<file path="config.mk">
export PLATFORM = sky130hd
export DESIGN_NAME = div_issue_ctrl
export DESIGN_NICKNAME = d
export VERILOG_FILES = /design/src/rtl/div_pkg.sv /design/src/rtl/div_screen.sv /design/src/rtl/div_issue_ctrl.sv
export SDC_FILE = /design/constraint.sdc
export NUM_CORES = 1
export LEC_CHECK = 0
export CAP_MARGIN = 20
export CELL_PAD_IN_SITES_DETAIL_PLACEMENT = 1
export CELL_PAD_IN_SITES_GLOBAL_PLACEMENT = 2
export CORE_UTILIZATION = 31
export DETAILED_ROUTE_END_ITERATION = 7
export DONT_BUFFER_PORTS = 1
export MAX_ROUTING_LAYER = met4
export PLACE_DENSITY = 0.82
export SYNTH_ARGS = -nofsm -noshare
export SYNTH_HDL_FRONTEND = slang
export SYNTH_HIERARCHICAL = 1
export SYNTH_SLANG_ARGS = --single-unit
</file>
<file path="constraint.sdc">
create_clock -name clk -period 2.37 [get_ports clk]
set_clock_uncertainty 0.1 [all_clocks]
set_input_delay 0.5925 -clock clk [delete_from_list [all_inputs] [get_ports clk]]
set_output_delay 0.5925 -clock clk [all_outputs]
set_load 0.01 [all_outputs]
</file>
<file path="src/rtl/div_pkg.sv">
// Shared definitions for the divider issue controller: state encoding,
// response error codes and default widths.
package div_pkg;

    localparam int unsigned DEF_WIDTH = 16;
    localparam int unsigned DEF_TAG_W = 4;

    localparam logic [1:0] ST_IDLE   = 2'd0;
    localparam logic [1:0] ST_LAUNCH = 2'd1;
    localparam logic [1:0] ST_WAIT   = 2'd2;
    localparam logic [1:0] ST_RESP   = 2'd3;

    typedef enum logic [1:0] {
        StIdle   = ST_IDLE,
        StLaunch = ST_LAUNCH,
        StWait   = ST_WAIT,
        StResp   = ST_RESP
    } state_e;

    localparam logic [1:0] ERR_OK      = 2'd0;
    localparam logic [1:0] ERR_DIV0    = 2'd1;
    localparam logic [1:0] ERR_OVF     = 2'd2;
    localparam logic [1:0] ERR_TIMEOUT = 2'd3;

endpackage

</file>
<file path="src/rtl/div_screen.sv">
// Combinational screening of operands that must not reach the divider.
// Optional DIV_FASTPATH_EN also resolves divisors of +1/-1 locally.
module div_screen import div_pkg::*; #(
    parameter int unsigned WIDTH = DEF_WIDTH
) (
    input  logic [WIDTH-1:0] a,
    input  logic [WIDTH-1:0] b,
    output logic             is_div0,
    output logic             is_ovf,
    output logic             is_fast,
    output logic [WIDTH-1:0] quot,
    output logic [WIDTH-1:0] rem
);

    localparam logic [WIDTH-1:0] MinNeg   = {1'b1, {(WIDTH-1){1'b0}}};
    localparam logic [WIDTH-1:0] MinusOne = '1;
`ifdef DIV_FASTPATH_EN
    localparam logic [WIDTH-1:0] PlusOne  = WIDTH'(1);
`endif

    always_comb begin
        is_div0 = (b == '0);
        is_ovf  = (a == MinNeg) && (b == MinusOne);
`ifdef DIV_FASTPATH_EN
        is_fast = !is_ovf && ((b == PlusOne) || (b == MinusOne));
`else
        is_fast = 1'b0;
`endif
        quot = '0;
        rem  = '0;
        if (is_div0) begin
            quot = '1;
            rem  = a;
        end else if (is_ovf) begin
            quot = a;
`ifdef DIV_FASTPATH_EN
        end else if (is_fast) begin
            quot = (b == PlusOne) ? a : (~a + PlusOne);
`endif
        end
    end

endmodule

</file>
<file path="src/rtl/div_issue_ctrl.sv">
// Request front-end for the sequential signed divider: screens special cases,
// launches the divider, gates its clock and returns responses. Macro: DIV_FASTPATH_EN.
module div_issue_ctrl import div_pkg::*; #(
    parameter int unsigned WIDTH   = DEF_WIDTH,
    parameter int unsigned TAG_W   = DEF_TAG_W,
    parameter int unsigned TIMEOUT = 24
) (
    input  logic             clk,
    input  logic             rst,
    input  logic             req_valid,
    output logic             req_ready,
    input  logic [WIDTH-1:0] req_a,
    input  logic [WIDTH-1:0] req_b,
    input  logic [TAG_W-1:0] req_tag,
    output logic             resp_valid,
    input  logic             resp_ready,
    output logic [WIDTH-1:0] resp_quot,
    output logic [WIDTH-1:0] resp_rem,
    output logic [TAG_W-1:0] resp_tag,
    output logic [1:0]       resp_err,
    output logic             div_clk_en,
    output logic             div_start,
    output logic [WIDTH-1:0] div_a,
    output logic [WIDTH-1:0] div_b,
    input  logic             div_valid,
    input  logic [WIDTH-1:0] div_quot,
    input  logic [WIDTH-1:0] div_rem
);

    localparam int unsigned     CNT_W   = $clog2(TIMEOUT + 1);
    localparam logic [CNT_W-1:0] CntLast = CNT_W'(TIMEOUT - 1);

    state_e             state_q, state_d;
    logic [WIDTH-1:0]   a_q, a_d, b_q, b_d;
    logic [WIDTH-1:0]   quot_q, quot_d, rem_q, rem_d;
    logic [TAG_W-1:0]   tag_q, tag_d;
    logic [1:0]         err_q, err_d;
    logic [CNT_W-1:0]   cnt_q, cnt_d;
    logic               drain_q, drain_d;
    logic               accept;

    logic               scr_div0, scr_ovf, scr_fast;
    logic [WIDTH-1:0]   scr_quot, scr_rem;

    div_screen #(
        .WIDTH (WIDTH)
    ) u_screen (
        .a       (req_a),
        .b       (req_b),
        .is_div0 (scr_div0),
        .is_ovf  (scr_ovf),
        .is_fast (scr_fast),
        .quot    (scr_quot),
        .rem     (scr_rem)
    );

    assign accept = req_valid && req_ready;

    always_comb begin
        state_d = state_q;
        a_d     = a_q;
        b_d     = b_q;
        quot_d  = quot_q;
        rem_d   = rem_q;
        tag_d   = tag_q;
        err_d   = err_q;
        cnt_d   = cnt_q;
        drain_d = 1'b0;
        unique case (state_q)
            StIdle: begin
                if (accept) begin
                    a_d   = req_a;
                    b_d   = req_b;
                    tag_d = req_tag;
                    if (scr_div0 || scr_ovf || scr_fast) begin
                        quot_d  = scr_quot;
                        rem_d   = scr_rem;
                        err_d   = scr_div0 ? ERR_DIV0 : (scr_ovf ? ERR_OVF : ERR_OK);
                        state_d = StResp;
                    end else begin
                        state_d = StLaunch;
                    end
                end
            end
            StLaunch: begin
                cnt_d   = '0;
                state_d = StWait;
            end
            StWait: begin
                cnt_d = cnt_q + 1'b1;
                // A result arriving on the last allowed cycle still beats the timeout.
                if (div_valid) begin
                    quot_d  = div_quot;
                    rem_d   = div_rem;
                    err_d   = ERR_OK;
                    drain_d = 1'b1;
                    state_d = StResp;
                end else if (cnt_q == CntLast) begin
                    quot_d  = '0;
                    rem_d   = '0;
                    err_d   = ERR_TIMEOUT;
                    drain_d = 1'b1;
                    state_d = StResp;
                end
            end
            StResp: begin
                if (resp_ready) begin
                    state_d = StIdle;
                end
            end
            default: state_d = StIdle;
        endcase
    end

    always_ff @(posedge clk) begin
        if (!rst) begin
            state_q <= StIdle;
            a_q     <= '0;
            b_q     <= '0;
            quot_q  <= '0;
            rem_q   <= '0;
            tag_q   <= '0;
            err_q   <= ERR_OK;
            cnt_q   <= '0;
            drain_q <= 1'b0;
        end else begin
            state_q <= state_d;
            a_q     <= a_d;
            b_q     <= b_d;
            quot_q  <= quot_d;
            rem_q   <= rem_d;
            tag_q   <= tag_d;
            err_q   <= err_d;
            cnt_q   <= cnt_d;
            drain_q <= drain_d;
        end
    end

    // Ready is masked while reset is held so nothing is accepted during reset.
    assign req_ready  = rst && (state_q == StIdle);
    assign resp_valid = (state_q == StResp);
    assign resp_quot  = quot_q;
    assign resp_rem   = rem_q;
    assign resp_tag   = tag_q;
    assign resp_err   = err_q;
    assign div_start  = (state_q == StLaunch);
    assign div_clk_en = (state_q == StLaunch) || (state_q == StWait) || drain_q;
    assign div_a      = a_q;
    assign div_b      = b_q;

endmodule

</file>
# Word level (Yosys, flattened, before mapping)
# Index checks and enable logic that the tools add are counted.
# totals
register_bits	78
in_bits	73
output_inout_bits	74
word_cells	61
# op_classes
addsub	1
n_eq_ne	10
mux	27
n_reduce_logical	14
# ops
cell	count
16-bit two-way mux	10
16-bit one-hot mux with 2 select lines	2
16-bit equality test (second input constant)	2
2-bit two-way mux	10
16-bit zero test	1
5-bit one-hot mux with 2 select lines	1
2-bit one-hot mux with 4 select lines	1
5-bit by 1-bit adder with 5-bit output (second input constant)	1
5-bit equality test (second input constant)	1
2-bit equality test (second input constant)	2
2-bit != test (second input constant)	2
2-bit one-hot mux with 2 select lines	1
2-bit AND reduction	2
4-bit AND reduction	1
2-bit nonzero test	2
1-bit logical AND	3
1-bit logical OR	3
3-bit != test (second input constant)	1
3-bit AND reduction	1
2-bit by 1-bit equality test with 1-bit output (second input constant)	1
2-bit zero test	1
1-bit two-way mux	2
2-bit by 1-bit != test with 1-bit output (second input constant)	1

# Depth between registers and ports, before layout
# logic_depth
word_depth	7
mapped_depth	10
ltp_nobuf	7

# Modules after synthesis
# Netlist, hierarchy kept.
# by_module_without_submodules
mod	instances	cells_each	area_each_um2	seq_area_each_um2
div_issue_ctrl	1	405	3358.2	1561.5
div_screen	1	56	454.2	0.0

# Least setup slack after synthesis
# OpenSTA, ideal clock, no wires.
# synth_timing
kind	input to register
startpoint	input port req_a[1]
endpoint	register quot_q[10] (netlist: resp_quot[10])
setup_time_ps	60
arrival_ps	2336
required_ps	2210
path_slack_ps	-126
stages	9
n_path_buf	2
path_cell_list	nand4b_1 -> or4_1 -> nor2_1 -> o311ai_1 -> a32o_1 -> buf_6 -> nor2_8 -> buf_8 -> o221a_1
# synth_via
elab_chain_len	7
word_cells_on_any_way	10
cone_classes	eq/ne (2); mux (5); reduce/logical (3)
# synth_rtl
element	line	source
start, declared	div_issue_ctrl.sv:12	input logic [WIDTH-1:0] req_a,
16-bit equality test *	div_screen.sv:23	is_ovf = (a == MinNeg) && (b == MinusOne);
1-bit logical AND *	div_screen.sv:23	
via scr_ovf	div_issue_ctrl.sv:42	logic scr_div0, scr_ovf, scr_fast;
16-bit two-way mux	div_screen.sv:34	end else if (is_ovf) begin
16-bit two-way mux	div_screen.sv:31	if (is_div0) begin
16-bit two-way mux	div_issue_ctrl.sv:75	if (scr_div0 || scr_ovf || scr_fast) begin
16-bit two-way mux	div_issue_ctrl.sv:71	if (accept) begin
16-bit one-hot mux with 2 select lines	div_issue_ctrl.sv:69	unique case (state_q)
end signal, assigned	div_issue_ctrl.sv:130	quot_q <= quot_d;
end, declared	div_issue_ctrl.sv:35	logic [WIDTH-1:0] quot_q, quot_d, rem_q, rem_d;
# Mark *: on every way through the listed nets, which the timed path passes. The rest lies on a longest branch. The select of a mux whose other input is x is not followed.
# A chain may end at the register's enable or synchronous reset.

# Worst setup path after layout
# layout_timing
startpoint	register state_q[0]
endpoint	output port div_clk_en
# layout_via
elab_chain_len	3
word_cells_on_any_way	4
cone_classes	eq/ne (2); reduce/logical (2)
# layout_rtl
element	line	source
start, declared	div_issue_ctrl.sv:33	state_e state_q, state_d;
start signal, assigned	div_issue_ctrl.sv:117	state_q <= StIdle;
start signal, assigned	div_issue_ctrl.sv:127	state_q <= state_d;
2-bit by 1-bit equality test with 1-bit output / 2-bit equality test (equally long branches)	div_issue_ctrl.sv:147	assign div_clk_en = (state_q == StLaunch) || (state_q == StWait) || drain_q;
1-bit logical OR * (2 in series)	div_issue_ctrl.sv:147	
end, declared	div_issue_ctrl.sv:21	output logic div_clk_en,
# Mark *: on every way between the ends. The rest lies on a longest branch, timed or not.

==> results.tsv <==
metric	value	unit
Design Area, Final	4240	sq um
status	finished clean	
commonest non-fill, non-tap cell in the layout	nand2_1	
Place WS	-0.299	ns
power per cell area	1340	nW/um^2
Critical Path Start Type	register	
sequential share of the synthesized area	0.410	
Final nets	522	
hpwl dp	8330	um
Die Span Y	113	um
cell taking the most area after synthesis	dfxtp_1	
unrepaired setup endpoints after global routing	false	
Placement Cell Area	3950	sq um
synthesis warning total	6	
die area	12700	sq um
CTS Buffer Depth	2	
TritonCTS clock tree	yes	
CTS Root Cell	clkbuf_16	
syn avg cell area	8.27	sq um
setup bufs post-CTS	0	
Total GRT Usage	0.189	
Final ANT Viol Nets	0	
core area	12000	sq um
layout cells sized above 1	0.0895	
Ant. Diodes	0	
Pre-Repair DR Iteration Count	4	
most frequent cells in the layout	nand2_1, dfxtp_1, o21ai_1	
# H-tree levels	3	
Crit Path Class	register to output port	
Cells after Synth	461	
CTS Sinks	78	
Iteration-0 DRC Markers	105	
Max Slew Vio Count	0	
drt wl/cell	19.4	um
io pins	147	
max_slew headroom	0.527	
Port Buf Inserts	0	
routed wire length	11500	um
Post-Syn Nets	540	
measured slew at the worst slew-check pin	0.710	ns
largest net degree at the start of global routing	81	
Fmax	0.442	GHz
crit end category	output port	
DR vias	3202	
Final Hold Fails	0	
Cell Area, Synth	3810	sq um
Crit path required time	1.68	ns
Clock Latency Late Sink	0.34	ns
DR vias/cell	5.39	
Final WS setup	0.107	ns
synthesized flop and latch total	78	
first-pass GRT wire length	17800	um
Worst EP arrival	1.57	ns
total grt overflow	0	
sum of negative setup slack	0	ns
Crit Path Max Fanout	7	
vias in the first global route	3280	
Clock Pin Slew Worst Setup and Hold Paths	0.06	ns
maximum VDD drop	0.000422	V
LEAKAGE	1.57	nW
Final Critical Period	2.26	ns
area grow syn2layout	11.3	%
Worst Hold Class	primary input to register	
post-synth cell types	42	
# DRC	0	
top cells by area, synth	dfxtp_1, nand2_1, o221a_1	
max-cap viol count	0	
Initial Util	0.317	
Setup-failing EPs final	0	
TritonCTS Buffers	9	
row cnt	40	
share of the synthesized area in the top cell type	0.410	
Die X-Extent	113	um
fin crit share	0.955	
antenna violations before repair	0	
RePlAce Congestion	0.782	
fill cell count	1449	
path summary, 6_finish.rpt:
| check | from | end | slack, ns | cells past startpoint |
|---|---|---|---|---|
| setup / recovery | state_q[0] | div_clk_en | 0.11 | 3 |
| hold / removal | req_b[15] | div_b[15] | 0.27 | 2 |
| setup reg to reg | state_q[0] | resp_quot[15] | 0.28 | 7 |
| hold reg to reg | cnt_q[1] | cnt_q[1] | 0.39 | 2 |
critical path, stage by stage, from the launching register on:
cell	delay (ns)
dfxtp_1	0.38
inv_1	0.10
ha_1	0.39
or2_2	0.36
registers in the layout, summed over array words and instances (netlist names):
name,flops
resp_quot,16
resp_err,2
div_a,16
state_q,2
div_b,16
resp_tag,4
drain_q,1
resp_rem,16
cnt_q,5
power by group:
group / switching (mW) / internal (mW) / total [mW]
clock network: 0.541 / 0.809 / 1.35
logic: 1.16 / 0.813 / 1.98
registers: 0.565 / 1.78 / 2.34
total: 2.27 / 3.40 / 5.67
stage by stage:
stage          power (mW)   util  std cells  hold slack, ns
2_1_floorplan        3.85      -        461           0.356
3_5_place_dp         4.36  0.329        579           0.390
3_3_place_gp         4.27  0.329        579           0.369
5_1_grt              6.05  0.353        594           0.275
6_report             5.67  0.353        594           0.271
4_1_cts              5.74  0.353        594           0.259
logic make-up (layout without fill, tap and decap cells):
kind of cell               Yosys count  in the layout  share of synthesized area
adders and majority gates            6              6                     0.0197
muxes                                1              1                    0.00263
and+or+nand+nor                    206            206                      0.277
xor gates and xnor gates             3              3                    0.00689
other                                1              1                   0.000984
buffers and inverters               49             35                     0.0656
AOI/OAI and AO/OA                  117            117                      0.217
DFF                                 78             78                      0.410
layer usage:
metal / GRT usage / wire length, um
met1: 0.233 / 5270
met4: 0.0772 / 223
met2: 0.287 / 5110
met3: 0.0589 / 898
met5: - / 0
repair_timing:
action | 4_1_cts | 5_1_grt
hold buffers | 0 | 0
endpoints found under the setup margin | 0 | 1
resized for setup | 0 | 1
cell type report:
class                   count  area [sq um]  area share
flip-flops and latches     78          1560       0.368
inverters                   6          22.5     0.00531
clock buffers              11           233      0.0549
clock inverters             4          48.8      0.0115
well taps                 147           184      0.0434
multi-input cells         334          2040       0.480
repair buffers             14           155      0.0366
cell usage after synthesis (all sizes together):
master  count
nand3       2
o311ai      1
o21ai      72
and4b       1
nand3b      1
nand4b      3
nand2     108
o211a       3
and4       16
a211oi      1
a21boi      3
or4         2
xor2        3
buf        15
o31ai       1
nor2b       2
conb        1
o21bai      1
mux2i       1
nor2       38
dfxtp      78
a21oi       1
and2       18
clkbuf     28
o221a      32
and3        1
a32o        1
nor4        7
a311oi      1
nor3        1
nand4       5
or2         1
ha          6
inv         6
No activity file was read; power rests on OpenSTA's default activity.
